==> src/rtl/seven_segment_scanner.sv <==
// rtl/seven_segment_scanner.sv - time-multiplexed N-digit common-anode seven-segment driver
module seven_segment_scanner #(
    parameter int NUM_DIGITS   = 8,
    parameter int PHASE_CYCLES = 625
) (
    input  logic                    clk,
    input  logic                    rst_n,
    input  logic [4*NUM_DIGITS-1:0] digits_in,
    input  logic [NUM_DIGITS-1:0]   blank_in,
    input  logic [NUM_DIGITS-1:0]   dp_in,
    input  logic [3:0]              brightness_in,
    input  logic                    load,
    output logic [6:0]              seg_n,
    output logic                    dp_n,
    output logic [NUM_DIGITS-1:0]   an_n,
    output logic                    frame_done
);

    localparam int DW = (NUM_DIGITS > 1) ? $clog2(NUM_DIGITS) : 1;
    localparam int CW = (PHASE_CYCLES > 1) ? $clog2(PHASE_CYCLES) : 1;
    localparam logic [DW-1:0] LAST_DIGIT = DW'(NUM_DIGITS - 1);
    localparam logic [CW-1:0] LAST_CNT   = CW'(PHASE_CYCLES - 1);

    typedef struct packed {
        logic [4*NUM_DIGITS-1:0] digits;
        logic [NUM_DIGITS-1:0]   blank;
        logic [NUM_DIGITS-1:0]   dp;
        logic [3:0]              bright;
    } frame_t;

    localparam frame_t FRAME_RESET = '{digits: '0, blank: '1, dp: '0, bright: 4'd0};

    logic [CW-1:0]         phase_cnt_q, phase_cnt_d;
    logic [3:0]            phase_q, phase_d;
    logic [DW-1:0]         digit_q, digit_d;
    logic                  pending_q, pending_d;
    frame_t                shadow_q, shadow_d;
    frame_t                active_q, active_d;
    logic [6:0]            seg_n_q, seg_n_d;
    logic                  dp_n_q, dp_n_d;
    logic [NUM_DIGITS-1:0] an_n_q, an_n_d;
    logic                  frame_done_q, frame_done_d;

    logic       cnt_wrap, phase_wrap, frame_wrap;
    logic [3:0] cur_hex;
    logic       cur_blank;
    logic       cur_dp;

    function automatic logic [6:0] glyph(input logic [3:0] hex);
        logic [6:0] g;
        case (hex)
            4'h0:    g = 7'b0000001;
            4'h1:    g = 7'b1001111;
            4'h2:    g = 7'b0010010;
            4'h3:    g = 7'b0000110;
            4'h4:    g = 7'b1001100;
            4'h5:    g = 7'b0100100;
            4'h6:    g = 7'b0100000;
            4'h7:    g = 7'b0001111;
            4'h8:    g = 7'b0000000;
            4'h9:    g = 7'b0000100;
            4'hA:    g = 7'b0001000;
            4'hB:    g = 7'b1100000;
            4'hC:    g = 7'b0110001;
            4'hD:    g = 7'b1000010;
            4'hE:    g = 7'b0110000;
            default: g = 7'b0111000;
        endcase
        return g;
    endfunction

    always_comb begin
        cnt_wrap   = (phase_cnt_q == LAST_CNT);
        phase_wrap = cnt_wrap && (phase_q == 4'd15);
        frame_wrap = phase_wrap && (digit_q == LAST_DIGIT);

        phase_cnt_d = cnt_wrap ? '0 : phase_cnt_q + CW'(1);
        phase_d     = cnt_wrap ? phase_q + 4'd1 : phase_q;
        digit_d     = digit_q;
        if (phase_wrap) begin
            digit_d = (digit_q == LAST_DIGIT) ? '0 : digit_q + DW'(1);
        end

        // Promotion reads the old shadow, so a load on the boundary edge waits one more frame.
        active_d  = (frame_wrap && pending_q) ? shadow_q : active_q;
        shadow_d  = shadow_q;
        pending_d = pending_q;
        if (frame_wrap && pending_q) begin
            pending_d = 1'b0;
        end
        if (load) begin
            shadow_d  = '{digits: digits_in, blank: blank_in, dp: dp_in, bright: brightness_in};
            pending_d = 1'b1;
        end

        // Outputs are built from next-state values so they track the counters exactly.
        cur_hex   = active_d.digits[4*int'(digit_d) +: 4];
        cur_blank = active_d.blank[digit_d];
        cur_dp    = active_d.dp[digit_d];

        seg_n_d = cur_blank ? 7'b1111111 : glyph(cur_hex);
        dp_n_d  = cur_blank | ~cur_dp;
        an_n_d  = '1;
        if (!cur_blank && (phase_d != 4'd0) && (phase_d <= active_d.bright)) begin
            an_n_d[digit_d] = 1'b0;
        end
        frame_done_d = frame_wrap;
    end

    always_ff @(posedge clk or negedge rst_n) begin
        if (!rst_n) begin
            phase_cnt_q  <= '0;
            phase_q      <= 4'd0;
            digit_q      <= '0;
            pending_q    <= 1'b0;
            shadow_q     <= FRAME_RESET;
            active_q     <= FRAME_RESET;
            seg_n_q      <= 7'b1111111;
            dp_n_q       <= 1'b1;
            an_n_q       <= '1;
            frame_done_q <= 1'b0;
        end else begin
            phase_cnt_q  <= phase_cnt_d;
            phase_q      <= phase_d;
            digit_q      <= digit_d;
            pending_q    <= pending_d;
            shadow_q     <= shadow_d;
            active_q     <= active_d;
            seg_n_q      <= seg_n_d;
            dp_n_q       <= dp_n_d;
            an_n_q       <= an_n_d;
            frame_done_q <= frame_done_d;
        end
    end

    assign seg_n      = seg_n_q;
    assign dp_n       = dp_n_q;
    assign an_n       = an_n_q;
    assign frame_done = frame_done_q;

endmodule

==> config.mk <==
export PLATFORM = sky130hd
export DESIGN_NAME = seven_segment_scanner
export DESIGN_NICKNAME = d
export VERILOG_FILES = /design/src/rtl/seven_segment_scanner.sv
export SDC_FILE = /design/constraint.sdc
export NUM_CORES = 1
export LEC_CHECK = 0
export ABC_AREA = 1
export ABC_CLOCK_PERIOD_IN_PS = 3200
export CORE_MARGIN = 10
export CORE_UTILIZATION = 55
export DETAILED_ROUTE_END_ITERATION = 8
export GPL_TIMING_DRIVEN = 0
export HOLD_SLACK_MARGIN = 0.05
export PLACE_DENSITY = 0.9
export SYNTH_ARGS = -nofsm -noshare
export SYNTH_HDL_FRONTEND = slang
export SYNTH_SLANG_ARGS = --single-unit
==> constraint.sdc <==
create_clock -name clk -period 3.2 [get_ports clk]
set_input_delay 0.8 -clock clk [delete_from_list [all_inputs] [get_ports clk]]
set_output_delay 0.8 -clock clk [all_outputs]
set_load 0.02 [all_outputs]
==> impl_metrics.csv <==
group,metric,value,unit
outcome,status,"finished clean",
sta,fmax,0.326,GHz
clocking,clkLatencyLatePin,0.44,ns
sta,slew_violations,0,
worst_setup_path,end_kind,"flip-flop",
detailed_routing,viasPerCell,5.46,
clocking,cts_num_sinks,139,
pwr,p_total,0.00400,W
yosys,netlist_instances,739,
detailed_routing,wl_met1,6.53,mm
pwr,leakagePower,3.93,nW
worst_setup_path,crit_type,"flip-flop to flip-flop",
sta,setup_viol,0,
placement,dp_hpwl,10.6,mm
final_layout,fillers,745,
clocking,clk_pin_slew_worst_paths,0.06,ns
detailed_routing,routed_wl,16.7,mm
yosys,async_flop_share,100,%
global_routing,grt_pass1_wl,26.5,mm
final_layout,final_nets,903,
global_routing,overflow,0,
worst_setup_path,r2r_slack,0.13,ns
yosys,synthesis.nets,808,
yosys,synth_ff_type,"dfrtp_1",
detailed_routing,routed.top_layer,"met4",
clocking,numCtsBuffers,17,
hold_path,worstHoldPathType,"input pin to asynchronous set/reset pin",
clocking,root_buffer,"clkbuf_16",
detailed_routing,dr.pass1.iters,7,
detailed_routing,drc,0,
placement,port_buffers,70,
yosys,synthTopCellsByArea,"dfrtp_1 42%, nand2_1 14%, dfstp_2 13%",
worst_setup_path,critPathLaunchType,"flip-flop",
final_layout,utilization,70.1,%
yosys,ys_seq_area_share,55.2,%
global_routing,grt_max_degree,90,
die,fp.dieW,128,um
final_layout,layout-drive-gt1-share,15.6,%
yosys,synth_edf_count,0,
sta,fin_crit,3.07,ns
sta,hold_viol,0,
final_layout,area_growth,25.1,%
worst_setup_path,required,3.55,ns
sta,tightest_slew,0.598,ns
yosys,netlist_area,6380,um^2
job,cap_violations,0,
yosys,yosys.area.top_type,"dfrtp_1",
detailed_routing,met2_length,8.08,mm
worst_setup_path,crit_arrival,3.42,ns
sta,max_slew_margin,60.1,%
detailed_routing,drtAntennaViolNets,0,
worst_setup_path,max_stage_delay,0.38,ns
die,io-pin-count,72,
global_routing,grt_pass1_vias,5355,
worst_setup_path,crit_start,"phase_cnt_q[0]$_DFF_PN0_",
detailed_routing,routedWlPerCell,16.9,um
clocking,cts_hold_buf,0,
die,die_h,128,um
clocking,cts_buffer_depth,2,
worst_setup_path,crit_chain,"inv_1, ha_1, nand2_1, nor2_4, nand3_4, nor2_8, nand3_4, buf_6, buf_6, nand2_1, o21ai_2, ha_1, inv_1, nor2_1, o21ai_0, a32o_2, o41ai_2, nor2_4, nand2_1",
sta,timing.final.crit_share,95.8,%
yosys,synth_top_area_share,42.0,%
global_routing,grt_usage,20.6,%
yosys,yosys_warnings,0,
final_layout,mostFrequentLayoutCells,"246 x nand2_1, 107 x dfrtp_1, 92 x inv_1, 69 x clkdlybuf4s50_1, 54 x o21ai_0",
die,die-area,16300,um^2
global_routing,antenna_found_initial,0,
yosys,synth_seq_cells,139,
final_layout,layout_commonest_cell,"nand2_1",
die,core,11400,um^2
detailed_routing,drtIter0Drc,778,
yosys,avgSynthCellArea,8.63,um^2
worst_setup_path,rr_startpoint,"phase_cnt_q[0]$_DFF_PN0_",
worst_setup_path,slowest_stage,"dfrtp_1",
pwr,power.density,502,nW/um^2
pwr,vdd_ir_drop_max,0.509,mV
detailed_routing,num_vias,5402,
yosys,synthDistinctLibCells,36,
worst_setup_path,critical_path.max_fanout,10,
clocking,htreeDepth,4,
worst_setup_path,path_common_cell,"nand2_1",
detailed_routing,wl_met3,1.29,mm
clocking,cts_tree,"done",
sta,fin_skew,0.0139,ns
final_layout,diodes,0,
die,std_cell_rows,39,
placement,place_congestion,0.862,
die,start_util,56.1,%
## critical path, delay by kind of cell (launching register included)
family / cells / cell delay, ns
compound gates: 4 / 0.52
fa+ha+maj: 2 / 0.49
buf+inv: 4 / 0.49
flops: 1 / 0.38
simple gates: 9 / 1.10
## power breakdown
group          internal, W  switching, W
Combinational    0.0000888      0.000122
Clock              0.00116      0.000790
Sequential         0.00182     0.0000203
## timing repair
item,in CTS,in global routing
endpoints found under the setup margin,8,15
pin swaps,1,7
resized for setup,6,11
setup buffers,0,5
## cells in the mapped netlist (all sizes together), types with 3 or more instances
cell type / instances
clkbuf: 12
or2: 4
nor2: 46
o21ai: 89
a21oi: 5
buf: 11
nand4: 16
inv: 98
nor3: 10
nand2: 257
ha: 14
clkinv: 3
dfstp: 32
xnor2: 3
nand3: 21
dfrtp: 107
## final cells by class
type	count	area [um^2]	area share (%)
plain buffers	23	140	1.76
clock buffers	23	520	6.53
clock inverters	9	73.8	0.926
inverters	101	379	4.75
multi-input cells	476	2400	30.1
flip-flops and latches	139	3520	44.1
well taps	143	179	2.24
repair buffers	76	767	9.62
## sequential cells by signal, indices dropped and copies added (netlist names)
register,cells
active_q,52
digit_q,3
shadow_q,52
phase_q,4
an_n,8
pending_q,1
seg_n,7
dp_n,1
phase_cnt_q,10
frame_done,1
## stage by stage
stage / hold slack, ns / instances / cell area (um^2) / setup slack [ns] / TNS (ns)
2_1_floorplan: 0.437 / 739 / 6380 / 0.501 / 0
3_3_place_gp: 0.450 / 952 / 7260 / -3.87 / -485.34
3_5_place_dp: 0.459 / 953 / 7290 / -0.184 / -1.37
4_1_cts: 0.325 / 985 / 7890 / 0.0369 / 0
5_1_grt: 0.340 / 990 / 7980 / -0.159 / -1.32
6_report: 0.305 / 990 / 7980 / 0.134 / 0
## final timing paths
path,cells after the start,endpoint
setup / recovery,19,an_n[0]$_DFF_PN1_
hold / removal,1,shadow_q[3]$_DFFE_PN0P_
setup reg to reg,19,an_n[0]$_DFF_PN1_
hold reg to reg,2,shadow_q[45]$_DFFE_PN0P_
max in group asynchronous,2,an_n[4]$_DFF_PN1_
min in group clk,2,shadow_q[45]$_DFFE_PN0P_
## cell families (layout without fill, tap and decap cells)
family,Yosys count,in the layout,share of synthesized area [%]
buffers and inverters,124,232,8.10
flip-flops,139,139,55.2
XOR/XNOR,5,5,0.687
AND/OR/NAND/NOR,357,357,25.1
AO/OA/AOI/OAI,100,100,8.16
adder cells (fa/ha/maj),14,14,2.75
## metal layers
| metal | up-vias | global-route usage, % |
|---|---|---|
| met5 | - | 0 |
| met4 | 0 | 11.2 |
| met3 | 73 | 6.04 |
| met2 | 296 | 32.9 |
| met1 | 2533 | 24.7 |
| li1 | 2500 | - |
No activity file was read; power rests on OpenSTA's default activity.
